$ cat src/rtl/subv_sat_stage_if.sv
// Handshake and status bundle between the SubV subtractor, the saturating
// output stage and its downstream consumer / status reader.
interface subv_sat_stage_if #(
    parameter int width     = 8,
    parameter int cnt_width = 16
);
    // Upstream side: SubV result beat
    logic                        InValid;
    logic                        InReady;
    logic signed [width-1:0]     S;
    logic                        V;
    logic                        SatEn;

    // Downstream side: registered result beat
    logic                        OutValid;
    logic                        OutReady;
    logic signed [width-1:0]     Z;
    logic                        Sat;
    logic                        Ovf;

    // Status readout
    logic                        StickyV;
    logic                        ClrSticky;
    logic [cnt_width-1:0]        SatCnt;

    // The stage itself
    modport slave (
        input  InValid, S, V, SatEn, OutReady, ClrSticky,
        output InReady, OutValid, Z, Sat, Ovf, StickyV, SatCnt
    );

    // Whoever drives the stage (upstream, consumer and status reader together)
    modport master (
        output InValid, S, V, SatEn, OutReady, ClrSticky,
        input  InReady, OutValid, Z, Sat, Ovf, StickyV, SatCnt
    );
endinterface

$ cat src/rtl/subv_sat_stage.sv
// Registered output stage behind the SubV subtractor.
// Each accepted beat is transformed at capture time (optional saturation of
// S to signed MAX/MIN on overflow) and stored in a 2-entry skid buffer, so
// InReady comes straight from a flop and never depends on OutReady in the
// same cycle. A sticky overflow flag and a saturating count of saturated
// beats are updated at input acceptance.
module subv_sat_stage #(
    parameter int width     = 8,
    parameter int cnt_width = 16
) (
    input  logic            CLK,
    input  logic            RST,
    subv_sat_stage_if.slave bus
);

    // One buffered result: the already-transformed word plus its flags.
    typedef struct packed {
        logic signed [width-1:0] z;
        logic                    sat;
        logic                    ovf;
    } entry_t;

    localparam logic [cnt_width-1:0] CNT_MAX = '1;
    localparam logic [1:0]           OCC_FULL = 2'd2;

    // Saturated value for an overflowed difference. When V is set the sign
    // bit of S is the wrong sign: a negative-looking S came from a positive
    // overflow (clamp to MAX), a positive-looking S from a negative one (MIN).
    function automatic logic signed [width-1:0] sat_word(
        input logic signed [width-1:0] s
    );
        logic signed [width-1:0] r;
        r = $signed({~s[width-1], {(width-1){s[width-1]}}});
        return r;
    endfunction

    // Build the buffer entry for one incoming beat.
    function automatic entry_t capture(
        input logic signed [width-1:0] s,
        input logic                    v,
        input logic                    sat_en
    );
        entry_t e;
        e.sat = sat_en & v;
        e.ovf = v;
        e.z   = e.sat ? sat_word(s) : s;
        return e;
    endfunction

    // Buffer state: head is what the consumer sees, tail is the skid slot.
    entry_t               head_q, head_d;
    entry_t               tail_q, tail_d;
    logic [1:0]           occ_q, occ_d;
    logic                 rdy_q, rdy_d;

    // Status state
    logic                 sticky_q, sticky_d;
    logic [cnt_width-1:0] cnt_q, cnt_d;

    logic                 in_fire;
    logic                 out_fire;
    entry_t               new_ent;

    // Transfers. S/V/SatEn only matter through in_fire, so X on them while
    // InValid is low never reaches state.
    assign in_fire  = bus.InValid & rdy_q;
    assign out_fire = (occ_q != 2'd0) & bus.OutReady;
    assign new_ent  = capture(bus.S, bus.V, bus.SatEn);

    // Next-state of the skid buffer and the registered ready.
    always_comb begin
        head_d = head_q;
        tail_d = tail_q;
        occ_d  = occ_q;
        unique case ({in_fire, out_fire})
            2'b10: begin
                // Fill the first free slot; an empty buffer loads the head so
                // the beat is visible one cycle after acceptance.
                if (occ_q == 2'd0) begin
                    head_d = new_ent;
                end else begin
                    tail_d = new_ent;
                end
                occ_d = occ_q + 2'd1;
            end
            2'b01: begin
                // Pop: the skid slot (possibly stale when occ was 1) moves up.
                head_d = tail_q;
                occ_d  = occ_q - 2'd1;
            end
            2'b11: begin
                // Only reachable at occupancy 1 (in needs occ<2, out needs
                // occ>0): the new beat directly replaces the departing head.
                head_d = new_ent;
            end
            default: begin
            end
        endcase
        // Ready reflects next-cycle room, so it can be registered.
        rdy_d = (occ_d != OCC_FULL);
    end

    // Next-state of the sticky overflow flag and saturation counter; a beat
    // accepted together with ClrSticky takes priority over the clear.
    always_comb begin
        sticky_d = sticky_q;
        cnt_d    = cnt_q;
        if (bus.ClrSticky) begin
            sticky_d = 1'b0;
            cnt_d    = '0;
        end
        if (in_fire && new_ent.ovf) begin
            sticky_d = 1'b1;
        end
        if (in_fire && new_ent.sat) begin
            if (bus.ClrSticky) begin
                cnt_d = {{(cnt_width-1){1'b0}}, 1'b1};
            end else if (cnt_q != CNT_MAX) begin
                cnt_d = cnt_q + {{(cnt_width-1){1'b0}}, 1'b1};
            end
        end
    end

    // Control and status registers; reset empties the buffer and holds
    // InReady low until the first edge after release.
    always_ff @(posedge CLK or posedge RST) begin
        if (RST) begin
            occ_q    <= 2'd0;
            rdy_q    <= 1'b0;
            sticky_q <= 1'b0;
            cnt_q    <= '0;
        end else begin
            occ_q    <= occ_d;
            rdy_q    <= rdy_d;
            sticky_q <= sticky_d;
            cnt_q    <= cnt_d;
        end
    end

    // Buffer data registers; cleared on reset so Z/Sat/Ovf read as zero.
    always_ff @(posedge CLK or posedge RST) begin
        if (RST) begin
            head_q <= '0;
            tail_q <= '0;
        end else begin
            head_q <= head_d;
            tail_q <= tail_d;
        end
    end

    assign bus.InReady  = rdy_q;
    assign bus.OutValid = (occ_q != 2'd0);
    assign bus.Z        = head_q.z;
    assign bus.Sat      = head_q.sat;
    assign bus.Ovf      = head_q.ovf;
    assign bus.StickyV  = sticky_q;
    assign bus.SatCnt   = cnt_q;

endmodule

$ cat src/flat_wrapper.sv
// flat-port wrapper written by rule: the top's interface ports become plain ports
module subv_sat_stage_flat 
#(
    parameter int width     = 8,
    parameter int cnt_width = 16
)
  (CLK, RST, bus_InValid, bus_S, bus_V, bus_SatEn, bus_OutReady, bus_ClrSticky, bus_InReady, bus_OutValid, bus_Z, bus_Sat, bus_Ovf, bus_StickyV, bus_SatCnt);
  subv_sat_stage_if #(.width(width), .cnt_width(cnt_width)) bus_i ();
  input  logic CLK;
  input  logic RST;
  input wire logic [$bits(bus_i.InValid)-1:0] bus_InValid;
  input wire logic [$bits(bus_i.S)-1:0] bus_S;
  input wire logic [$bits(bus_i.V)-1:0] bus_V;
  input wire logic [$bits(bus_i.SatEn)-1:0] bus_SatEn;
  input wire logic [$bits(bus_i.OutReady)-1:0] bus_OutReady;
  input wire logic [$bits(bus_i.ClrSticky)-1:0] bus_ClrSticky;
  output wire logic [$bits(bus_i.InReady)-1:0] bus_InReady;
  output wire logic [$bits(bus_i.OutValid)-1:0] bus_OutValid;
  output wire logic [$bits(bus_i.Z)-1:0] bus_Z;
  output wire logic [$bits(bus_i.Sat)-1:0] bus_Sat;
  output wire logic [$bits(bus_i.Ovf)-1:0] bus_Ovf;
  output wire logic [$bits(bus_i.StickyV)-1:0] bus_StickyV;
  output wire logic [$bits(bus_i.SatCnt)-1:0] bus_SatCnt;
  assign bus_i.InValid = bus_InValid;
  assign bus_i.S = bus_S;
  assign bus_i.V = bus_V;
  assign bus_i.SatEn = bus_SatEn;
  assign bus_i.OutReady = bus_OutReady;
  assign bus_i.ClrSticky = bus_ClrSticky;
  assign bus_InReady = bus_i.InReady;
  assign bus_OutValid = bus_i.OutValid;
  assign bus_Z = bus_i.Z;
  assign bus_Sat = bus_i.Sat;
  assign bus_Ovf = bus_i.Ovf;
  assign bus_StickyV = bus_i.StickyV;
  assign bus_SatCnt = bus_i.SatCnt;
  subv_sat_stage #(.width(width), .cnt_width(cnt_width)) u_core (.CLK(CLK), .RST(RST), .bus(bus_i));
endmodule
$ cat config.mk
export PLATFORM = sky130hd
export DESIGN_NAME = subv_sat_stage_flat
export DESIGN_NICKNAME = d
export VERILOG_FILES = /design/src/rtl/subv_sat_stage_if.sv /design/src/rtl/subv_sat_stage.sv /design/src/flat_wrapper.sv
export SDC_FILE = /design/constraint.sdc
export NUM_CORES = 1
export LEC_CHECK = 0
export CORE_ASPECT_RATIO = 0.6
export CORE_MARGIN = 3
export CORE_UTILIZATION = 47
export CTS_BUF_LIST = sky130_fd_sc_hd__clkbuf_8
export DETAILED_ROUTE_END_ITERATION = 10
export HOLD_SLACK_MARGIN = 0.15
export PLACE_DENSITY = 0.88
export SETUP_SLACK_MARGIN = 0.05
export SYNTH_ARGS = -nofsm -noshare
export SYNTH_HDL_FRONTEND = slang
export SYNTH_SLANG_ARGS = --single-unit
$ cat constraint.sdc
create_clock -name CLK -period 1.86 [get_ports CLK]
set_input_delay 0.279 -clock CLK [delete_from_list [all_inputs] [get_ports CLK]]
set_output_delay 0.279 -clock CLK [all_outputs]
set_load 0.005 [all_outputs]
# After elaboration in Yosys (flattened, before gate mapping)
# Cells that the tools add are included.
[word_totals] ff_bits=40 latchBits=0 mem_bits_rw=0 mem_bits_ro=0 input_bits=15 output_inout_bits=29 wordCells=42 mem_count=0
[op_classes] addsub=3 multipliers=0 div_mod_pow=0 n_lt_le_gt_ge=0 n_eq_ne=6 n_shift=0 n_mux=10 bitwise=5 reduce_logical=8
[op_table] operator="$mux W16" count=4
[op_table] operator="$pmux W10 S3" count=1
[op_table] operator="$add A16 B1 Y16 const B" count=1
[op_table] operator="$ne A16 B16 Y1 const B" count=1
[op_table] operator="$mux W10" count=1
[op_table] operator="$mux W8" count=1
[op_table] operator="$eq A2 B2 Y1 const B" count=2
[op_table] operator="$pmux W2 S2" count=1
[op_table] operator="$reduce_and A2 Y1" count=2
[op_table] operator="$reduce_bool A2 Y1" count=2
[op_table] operator="$and A1 B1 Y1" count=3
[op_table] operator="$reduce_bool A3 Y1" count=1
[op_table] operator="$add A2 B1 Y2 const B" count=1
[op_table] operator="$eq A2 B1 Y1 const B" count=1
[op_table] operator="$logic_and A1 B1 Y1" count=2
[op_table] operator="$logic_not A2 Y1" count=1
[op_table] operator="$mux W1" count=2
[op_table] operator="$ne A2 B1 Y1 const B" count=1
[op_table] operator="$ne A2 B2 Y1 const B" count=1
[op_table] operator="$not A1 Y1" count=2
[op_table] operator="$sub A2 B1 Y2 const B" count=1

# Longest topological paths before layout
# Gate-level depths: netlist of run 1.
[depth] depth_word=5 depth_mapped=8 depth_no_buf=7

# Worst setup path after synthesis of run 1
# Ideal clock, no wire load.
[synth_timing] path_kind="reg-to-reg" from="reg u_core.cnt_q[0], in the netlist u_core.bus.SatCnt[0]" to="reg u_core.cnt_q[3], in the netlist u_core.bus.SatCnt[3]" setup_time_ps=128 arrival_ps=1820 path_slack_ps=-88 stages_incl_launch_ff=8 path_buffers=2 synth_period_minus_slack_ps=1948 path_cell_list="dfrtp_1 > ha_1 > and3_2 > and4bb_1 > buf_6 > buf_4 > a21oi_1 > mux2_1"
[synth_via] elab_chain_cells=4 elab_cells_between_ends=5 cone_classes="1 x add/sub; 1 x eq/ne; 3 x mux"
[synth_lines] item="start: declaration" line="subv_sat_stage.sv:58" rtl="logic [cnt_width-1:0] cnt_q, cnt_d;"
[synth_lines] item="start signal: assignment" line="subv_sat_stage.sv:136" rtl="cnt_q <= cnt_d;"
[synth_lines] item="$add A16 B1 Y16 or $ne A16 B16 Y1 (tied branches)" line="subv_sat_stage.sv:119, subv_sat_stage.sv:118"
[synth_lines] item="$mux W16 (*)" line="subv_sat_stage.sv:118" rtl="end else if (cnt_q != CNT_MAX) begin"
[synth_lines] item="$mux W16 (*)" line="subv_sat_stage.sv:116" rtl="if (bus.ClrSticky) begin"
[synth_lines] item="$mux W16 (*)" line="subv_sat_stage.sv:115" rtl="if (in_fire && new_ent.sat) begin"
[synth_lines] item="named net u_core.cnt_d[3]" line="subv_sat_stage.sv:58"
# The timed path passes the listed nets; every way through them passes the cells marked *.
# A chain may end at the register's enable or synchronous reset.

# Worst setup path in the final report of run 1
[layout_timing] from="reg u_core.cnt_q[0], in the netlist u_core.bus.SatCnt[0]" to="reg u_core.cnt_q[6], in the netlist u_core.bus.SatCnt[6]"
# Same word-level chain as after synthesis.

==> flow_summary.json, run 1 <==
{
  "status": "complete, no violations",
  "hold_buffers": 0,
  "grt.overflow.total": 0,
  "critical_path.reg2reg.startpoint": "u_core.bus.SatCnt[0]$_DFF_PP0_",
  "cts_buf_count": 5,
  "worst_hold_path_type": "input pin to async pin",
  "setup-violations-final": 0,
  "post_route_cells_drive_above_1_share": 0.210,
  "chipHeight_um": 57.3,
  "antenna_found_initial": 0,
  "comb_power_share": 0.354,
  "worstSetupStartpointType": "register",
  "non_filler_cells_final": 343,
  "final-max-slew-violation-count": 0,
  "total_number_of_yosys_warnings": 0,
  "globalplace.congestion": 0.834,
  "timing_hold_violations_final": 0,
  "tritoncts": "built",
  "power_switching_w": 0.000921,
  "transition_time_at_the_pin_with_the_least_slew_margin_ns": 0.500,
  "p_sw_frac": 0.318,
  "synth_cell_type_count": 38,
  "route.vias.total": 1890,
  "finalCriticalPeriod_ns": 1.82,
  "port_buffers": 43,
  "first_pass_iters": 5,
  "cp_slowest_stage_delay_ns": 0.48,
  "worstSetupEndpointType": "register",
  "p_leak_nw": 1.26,
  "finalNetCount": 303,
  "final.period_utilization": 0.981,
  "synth_top_area_cell": "sky130_fd_sc_hd__dfrtp_1",
  "insertion_delay_ns": 0.30,
  "clk_root_buffer_cell": "sky130_fd_sc_hd__clkbuf_8",
  "drt.antenna.violating_nets": 0,
  "cts_htree_levels": 2,
  "max_slew_margin": 0.666,
  "worst_path_cell_trace": "ha_2, and3_4, and4bb_1, buf_6, or4_4, a21oi_2",
  "crit_path_top_delay_cell": "sky130_fd_sc_hd__or4_4",
  "most_frequently_used_cell_type_in_the_post_synthesis_netlist": "sky130_fd_sc_hd__dfrtp_1",
  "antenna_diode_count": 0,
  "routed_wire_length_per_instance_um": 15.3,
  "pin_count_of_the_biggest_net_entering_global_routing": 41,
  "max-clock-path-buffers": 2,
  "synth-main-ff-cell": "sky130_fd_sc_hd__dfrtp_1",
  "post_synth_edffs": 0,
  "worst_clock_skew_ns": 0.00547,
  "maxClockFrequency_mhz": 548,
  "cts_num_sinks": 40,
  "design.die.area_um2": 5240,
  "grt_pass1_vias": 1782,
  "n_fill_cell": 283,
  "r2r_slack_ns": 0.04,
  "synthTopCellsByCount": "sky130_fd_sc_hd__dfrtp_1, sky130_fd_sc_hd__nand2_1, sky130_fd_sc_hd__a21oi_1, sky130_fd_sc_hd__nor2b_1",
  "synth.ff_latch_count": 40,
  "synthArstFlopShare": 1.00,
  "route.detailed.drc": 0,
  "cell_internal_pwr_w": 0.00197,
  "r2r_end": "u_core.bus.SatCnt[6]$_DFF_PP0_",
  "worst-endpoint-arrival_ns": 2.05,
  "area_delta_synth_final_pct": 41.1,
  "post_drt_via_cell_ratio": 5.51,
  "clock_transition_time_at_the_flip_flop_clock_pins_of_the_worst_setup_and_hold_paths_ns": 0.08,
  "power.clock.fraction": 0.208,
  "synth_nets": 233,
  "post_synth_inst_count": 215,
  "floorplan.initialDensity": 0.523,
  "gr-usage-all-layers": 0.209,
  "io_pins": 44,
  "post-synth-top-area-fraction": 0.486,
  "grt_pass1_wl_mm": 8.66,
  "design.core.area_um2": 3940,
  "worstPathRequired_ns": 2.09,
  "synth_sequential_area_ratio": 0.486,
  "setup_repair_after_global_routing_missed_its_margin": "true",
  "first_iter_violations": 144,
  "synth.area.top_cells": "sky130_fd_sc_hd__dfrtp_1, sky130_fd_sc_hd__nand2_1, sky130_fd_sc_hd__nor2b_1",
  "die_w_um": 91.4,
  "total_of_max_cap_violations": 0,
  "worstPathMaxFanout": 10,
  "synth_area_per_cell_um2": 9.57,
  "pwrdens_nw_per_um2": 996,
  "timing_worst_setup_path_type": "register to register",
  "placed_cells_incl_taps": 332,
  "seq_power_share": 0.438,
  "placement_rows": 17,
  "netlist_area_um2": 2060,
  "dp_hpwl_mm": 3.78,
  "timing.reg2reg.worst_path_depth": 6,
  "finish.utilization": 0.738,
  "routed_wirelength_mm": 5.26,
  "power.ir.vdd_worst_mv": 0.689
}
power groups by stage:
stage / clock network (W) / logic, W / registers [W]
2_1_floorplan: 0 / 0.000518 / 0.00127
3_3_place_gp: 0 / 0.000968 / 0.00126
3_5_place_dp: 0 / 0.000998 / 0.00128
4_1_cts: 0.000612 / 0.00101 / 0.00127
5_1_grt: 0.000634 / 0.00114 / 0.00130
6_report: 0.000601 / 0.00102 / 0.00127
state kept, by name, indices dropped and copies added, names as in the netlist:
name                flops
u_core.bus.StickyV      1
u_core.bus.Ovf          1
u_core.bus.InReady      1
u_core.bus.Z            8
u_core.bus.SatCnt      16
u_core.tail_q          10
u_core.occ_q            2
u_core.bus.Sat          1
cells by family (layout without fill, tap and decap cells):
| group | count (synthesis) | after routing | synth area share |
|---|---|---|---|
| flops | 40 | 40 | 0.486 |
| buf+inv | 19 | 90 | 0.0426 |
| mux | 8 | 8 | 0.0419 |
| xor+xnor | 4 | 4 | 0.0170 |
| fa+ha+maj | 3 | 3 | 0.0182 |
| simple gates | 86 | 86 | 0.233 |
| compound gates | 55 | 55 | 0.160 |
placed cells by master (no fill, tap or decap), types with 4 or more instances in the layout:
cell type | netlist | final
sky130_fd_sc_hd__o21ai_0 | 14 | 13
sky130_fd_sc_hd__or4_1 | 7 | 5
sky130_fd_sc_hd__dfrtp_1 | 40 | 39
sky130_fd_sc_hd__nor2_1 | 7 | 7
sky130_fd_sc_hd__nand2_1 | 31 | 31
sky130_fd_sc_hd__clkdlybuf4s50_1 | 0 | 42
sky130_fd_sc_hd__nor2b_1 | 17 | 17
sky130_fd_sc_hd__a21oi_2 | 0 | 4
sky130_fd_sc_hd__nand4_1 | 4 | 4
sky130_fd_sc_hd__inv_1 | 7 | 7
sky130_fd_sc_hd__nand3_1 | 5 | 5
sky130_fd_sc_hd__o31ai_1 | 14 | 14
sky130_fd_sc_hd__buf_4 | 2 | 30
sky130_fd_sc_hd__clkbuf_8 | 0 | 6
sky130_fd_sc_hd__a21oi_1 | 21 | 17
worst max-delay path by stage:
stage	start	end	slack (ns)	depth (start not counted)
after global placement	bus_SatEn	u_core.bus.SatCnt[15]$_DFF_PP0_	-0.15	5
after detailed placement	bus_SatEn	u_core.bus.SatCnt[11]$_DFF_PP0_	-0.21	5
after floorplan	u_core.bus.SatCnt[1]$_DFF_PP0_	u_core.bus.SatCnt[3]$_DFF_PP0_	0.05	7
after CTS	u_core.bus.SatCnt[1]$_DFF_PP0_	u_core.bus.SatCnt[7]$_DFF_PP0_	0.03	6
after global routing	u_core.bus.SatCnt[0]$_DFF_PP0_	u_core.bus.SatCnt[11]$_DFF_PP0_	-0.01	6
final	u_core.bus.SatCnt[0]$_DFF_PP0_	u_core.bus.SatCnt[6]$_DFF_PP0_	0.04	6
final cells by class:
class / count / area [um2] / area share
well taps: 57 / 71.3 / 0.0246
inverters: 7 / 26.3 / 0.00905
flip-flops and latches: 40 / 1000 / 0.345
clock buffers: 6 / 82.6 / 0.0284
multi-input cells: 156 / 1030 / 0.355
clock inverters: 2 / 10.0 / 0.00345
repair buffers: 75 / 681 / 0.234
stage by stage:
stage	setup WS, ns	hold WS [ns]	total power, W	setup TNS [ns]	area [um2]
finish	0.0360	0.409	0.00289	0	2900
global route	-0.0133	0.495	0.00307	-0.0155	2900
global placement	-0.147	0.460	0.00223	-1.53	2730
CTS	0.0326	0.436	0.00289	0	2830
detailed placement	-0.208	0.465	0.00228	-1.98	2730
floorplan	0.0508	0.412	0.00179	0	2080
critical path: cells and delay by family, from the launching register on:
kind | cells | cell delay [ns]
adder cells (fa/ha/maj) | 1 | 0.20
buffers and inverters | 1 | 0.15
flip-flops | 1 | 0.39
AO/OA/AOI/OAI | 1 | 0.14
AND/OR/NAND/NOR | 3 | 0.87
per-layer routing:
layer  GRT usage  wire length [um]  vias to the layer above
met1       0.297              2400                      894
met4      0.0794                82                        0
met5           0                 0                        -
met2       0.321              2410                       78
met3      0.0395               371                        9
li1            -                 -                      909
timing repair:
item / CTS / global route
hold endpoints to repair: 0 / 0
setup buffers: 0 / 3
resized for setup: 1 / 14
endpoints found under the setup margin: 4 / 12
pin swaps: 2 / 7
No activity file was read; power rests on OpenSTA's default activity.
==> run 2, diff against run 1 <==
--- a/config.mk
+++ b/config.mk
@@ -7,11 +7,11 @@
 export LEC_CHECK = 0
 export CORE_ASPECT_RATIO = 0.6
 export CORE_MARGIN = 3
-export CORE_UTILIZATION = 47
+export CORE_UTILIZATION = 29
 export CTS_BUF_LIST = sky130_fd_sc_hd__clkbuf_8
 export DETAILED_ROUTE_END_ITERATION = 10
 export HOLD_SLACK_MARGIN = 0.15
-export PLACE_DENSITY = 0.88
+export PLACE_DENSITY = 0.62
 export SETUP_SLACK_MARGIN = 0.05
 export SYNTH_ARGS = -nofsm -noshare
 export SYNTH_HDL_FRONTEND = slang
==> run 2 against run 1 <==
- final cell count is 8.7% higher
- sequential share of layout area is 0.78 points lower
- cell area is 2.3% higher
- first-iteration DRC count is 22% lower
- die area is 56% higher
- via count is 4.7% lower
- register-to-register slack better by 0.03 ns
- sequential power hardly changed
- routed wire length hardly changed
- non-clock buffer count stayed put
- utilization is 30 points lower
==> flow_summary.json, run 2 (synthesis results as in run 1) <==
{
  "layout_common_cells": "sky130_fd_sc_hd__clkdlybuf4s50_1, sky130_fd_sc_hd__dfrtp_1, sky130_fd_sc_hd__nand2_1",
  "grt_pass1_vias": 1786,
  "max-clock-path-buffers": 2,
  "total_of_max_cap_violations": 0,
  "insertion_delay_ns": 0.28,
  "worstSetupStartpointType": "register",
  "timing_hold_violations_final": 0,
  "seq_power_share": 0.434,
  "finalCriticalPeriod_ns": 1.79,
  "multi_input_combinational_cell_area_um2": 1040,
  "worstPathMaxFanout": 12,
  "clock_transition_time_at_the_flip_flop_clock_pins_of_the_worst_setup_and_hold_paths_ns": 0.08,
  "power.clock.fraction": 0.205,
  "first_iter_violations": 112,
  "p_leak_nw": 1.27,
  "final-max-slew-violation-count": 0,
  "placement_rows": 23,
  "transition_time_at_the_pin_with_the_least_slew_margin_ns": 0.528,
  "route.detailed.drc": 0,
  "route.vias.total": 1801,
  "area_delta_synth_final_pct": 44.4,
  "grt_pass1_wl_mm": 8.94,
  "antenna_found_initial": 0,
  "maxClockFrequency_mhz": 558,
  "final.period_utilization": 0.963,
  "cts_htree_levels": 2,
  "worst_clock_skew_ns": 0.00759,
  "pwrdens_nw_per_um2": 971,
  "io_pins": 44,
  "design.core.area_um2": 6760,
  "drt.antenna.violating_nets": 0,
  "comb_power_share": 0.360,
  "cell_internal_pwr_w": 0.00199,
  "max_slew_margin": 0.648,
  "routed_wire_length_per_instance_um": 14.1,
  "dp_worst_setup_slack_ns": -0.161,
  "grt.overflow.total": 0,
  "n_fill_cell": 673,
  "worst_hold_path_type": "input pin to async pin",
  "post_route_cells_drive_above_1_share": 0.220,
  "globalplace.congestion": 0.837,
  "mostFrequentLayoutCell": "sky130_fd_sc_hd__clkdlybuf4s50_1",
  "r2r_end": "u_core.bus.SatCnt[6]$_DFF_PP0_",
  "dp_hpwl_mm": 3.89,
  "die_w_um": 115,
  "design.die.area_um2": 8180,
  "seq_area_um2": 1000,
  "power_switching_w": 0.000892,
  "antenna_diode_count": 0,
  "floorplan.initialDensity": 0.304,
  "port_buffers": 43,
  "chipHeight_um": 71.3,
  "post_drt_via_cell_ratio": 4.83,
  "status": "complete, no violations",
  "timing_worst_setup_path_type": "register to register",
  "gr-usage-all-layers": 0.137,
  "power.ir.vdd_worst_mv": 0.495,
  "routed_wirelength_mm": 5.27,
  "r2r_slack_ns": 0.07,
  "critical_path.reg2reg.startpoint": "u_core.bus.SatCnt[1]$_DFF_PP0_",
  "cts_buf_count": 5,
  "final.setup.worst_slack_ns": 0.0680,
  "worst-endpoint-arrival_ns": 2.00,
  "pin_count_of_the_biggest_net_entering_global_routing": 41,
  "finalNetCount": 303,
  "first_pass_iters": 4,
  "setup-violations-final": 0,
  "cts_num_sinks": 40,
  "timing.reg2reg.worst_path_depth": 6,
  "p_total_w": 0.00289,
  "p_sw_frac": 0.309,
  "clk_root_buffer_cell": "sky130_fd_sc_hd__clkbuf_8",
  "worstSetupEndpointType": "register",
  "flip_flop_count_of_the_largest_register_after_layout": 16,
  "setup_repair_after_global_routing_missed_its_margin": "true",
  "worstPathRequired_ns": 2.07,
  "tritoncts": "built",
  "hold_buffers": 0
}
-- run 2: cell counts in the layout (fill, tap and decap cells not counted) --
No cell type changed its count.
-- run 2: power groups by stage --
stage	Combinational (W)	Sequential (W)	Clock [W]
detailed placement	0.00106	0.00128	0
finish	0.00104	0.00125	0.000593
floorplan	0.000518	0.00127	0
CTS	0.00106	0.00126	0.000629
global placement	0.00104	0.00126	0
global route	0.00118	0.00130	0.000651
-- run 2: metrics by stage --
step | hold slack, ns | std cells | TNS, ns | utilization | cell area, um2
3_5_place_dp | 0.471 | 363 | -1.60 | 0.414 | 2800
5_1_grt | 0.478 | 373 | -0.00425 | 0.439 | 2970
4_1_cts | 0.440 | 371 | 0 | 0.429 | 2900
3_3_place_gp | 0.463 | 363 | -1.13 | 0.414 | 2800
2_1_floorplan | 0.412 | 215 | 0 | - | 2080
6_report | 0.425 | 373 | 0 | 0.439 | 2970
-- run 2: worst max path at each step --
stage	start	endpoint	cells after the start
floorplan	u_core.bus.SatCnt[1]$_DFF_PP0_	u_core.bus.SatCnt[3]$_DFF_PP0_	7
global placement	bus_SatEn	u_core.bus.SatCnt[11]$_DFF_PP0_	6
detailed placement	bus_SatEn	u_core.bus.SatCnt[7]$_DFF_PP0_	6
CTS	u_core.bus.SatCnt[1]$_DFF_PP0_	u_core.bus.SatCnt[9]$_DFF_PP0_	6
global route	u_core.bus.SatCnt[1]$_DFF_PP0_	u_core.bus.SatCnt[15]$_DFF_PP0_	6
finish	u_core.bus.SatCnt[1]$_DFF_PP0_	u_core.bus.SatCnt[6]$_DFF_PP0_	6
-- run 2: what timing repair did --
item / 4_1_cts / 5_1_grt
setup endpoints to repair: 7 / 16
setup buffers: 0 / 2
cloned: 0 / 0
resized for setup: 1 / 16
pin swaps: 2 / 4
-- run 2: layout make-up --
type / instances / share of cell area
flip-flops and latches: 40 / 0.337
inverters: 7 / 0.00884
well taps: 87 / 0.0366
clock buffers: 6 / 0.0278
multi-input cells: 156 / 0.350
clock inverters: 2 / 0.00337
repair buffers: 75 / 0.236
-- run 2: critical path, stage by stage (launching register included) --
cell                       delay, ns
sky130_fd_sc_hd__dfrtp_1        0.39
sky130_fd_sc_hd__ha_2           0.19
sky130_fd_sc_hd__and3_4         0.18
sky130_fd_sc_hd__and4bb_1       0.21
sky130_fd_sc_hd__buf_6          0.15
sky130_fd_sc_hd__or4_4          0.48
sky130_fd_sc_hd__a21oi_2        0.12
-- run 2: metal layers --
metal	global-route usage	vias to the layer above	share of wire
met4	0.0234	0	0.0047
met5	0	-	0
li1	-	912	-
met1	0.216	847	0.54
met3	0.0329	2	0.045
met2	0.191	40	0.41
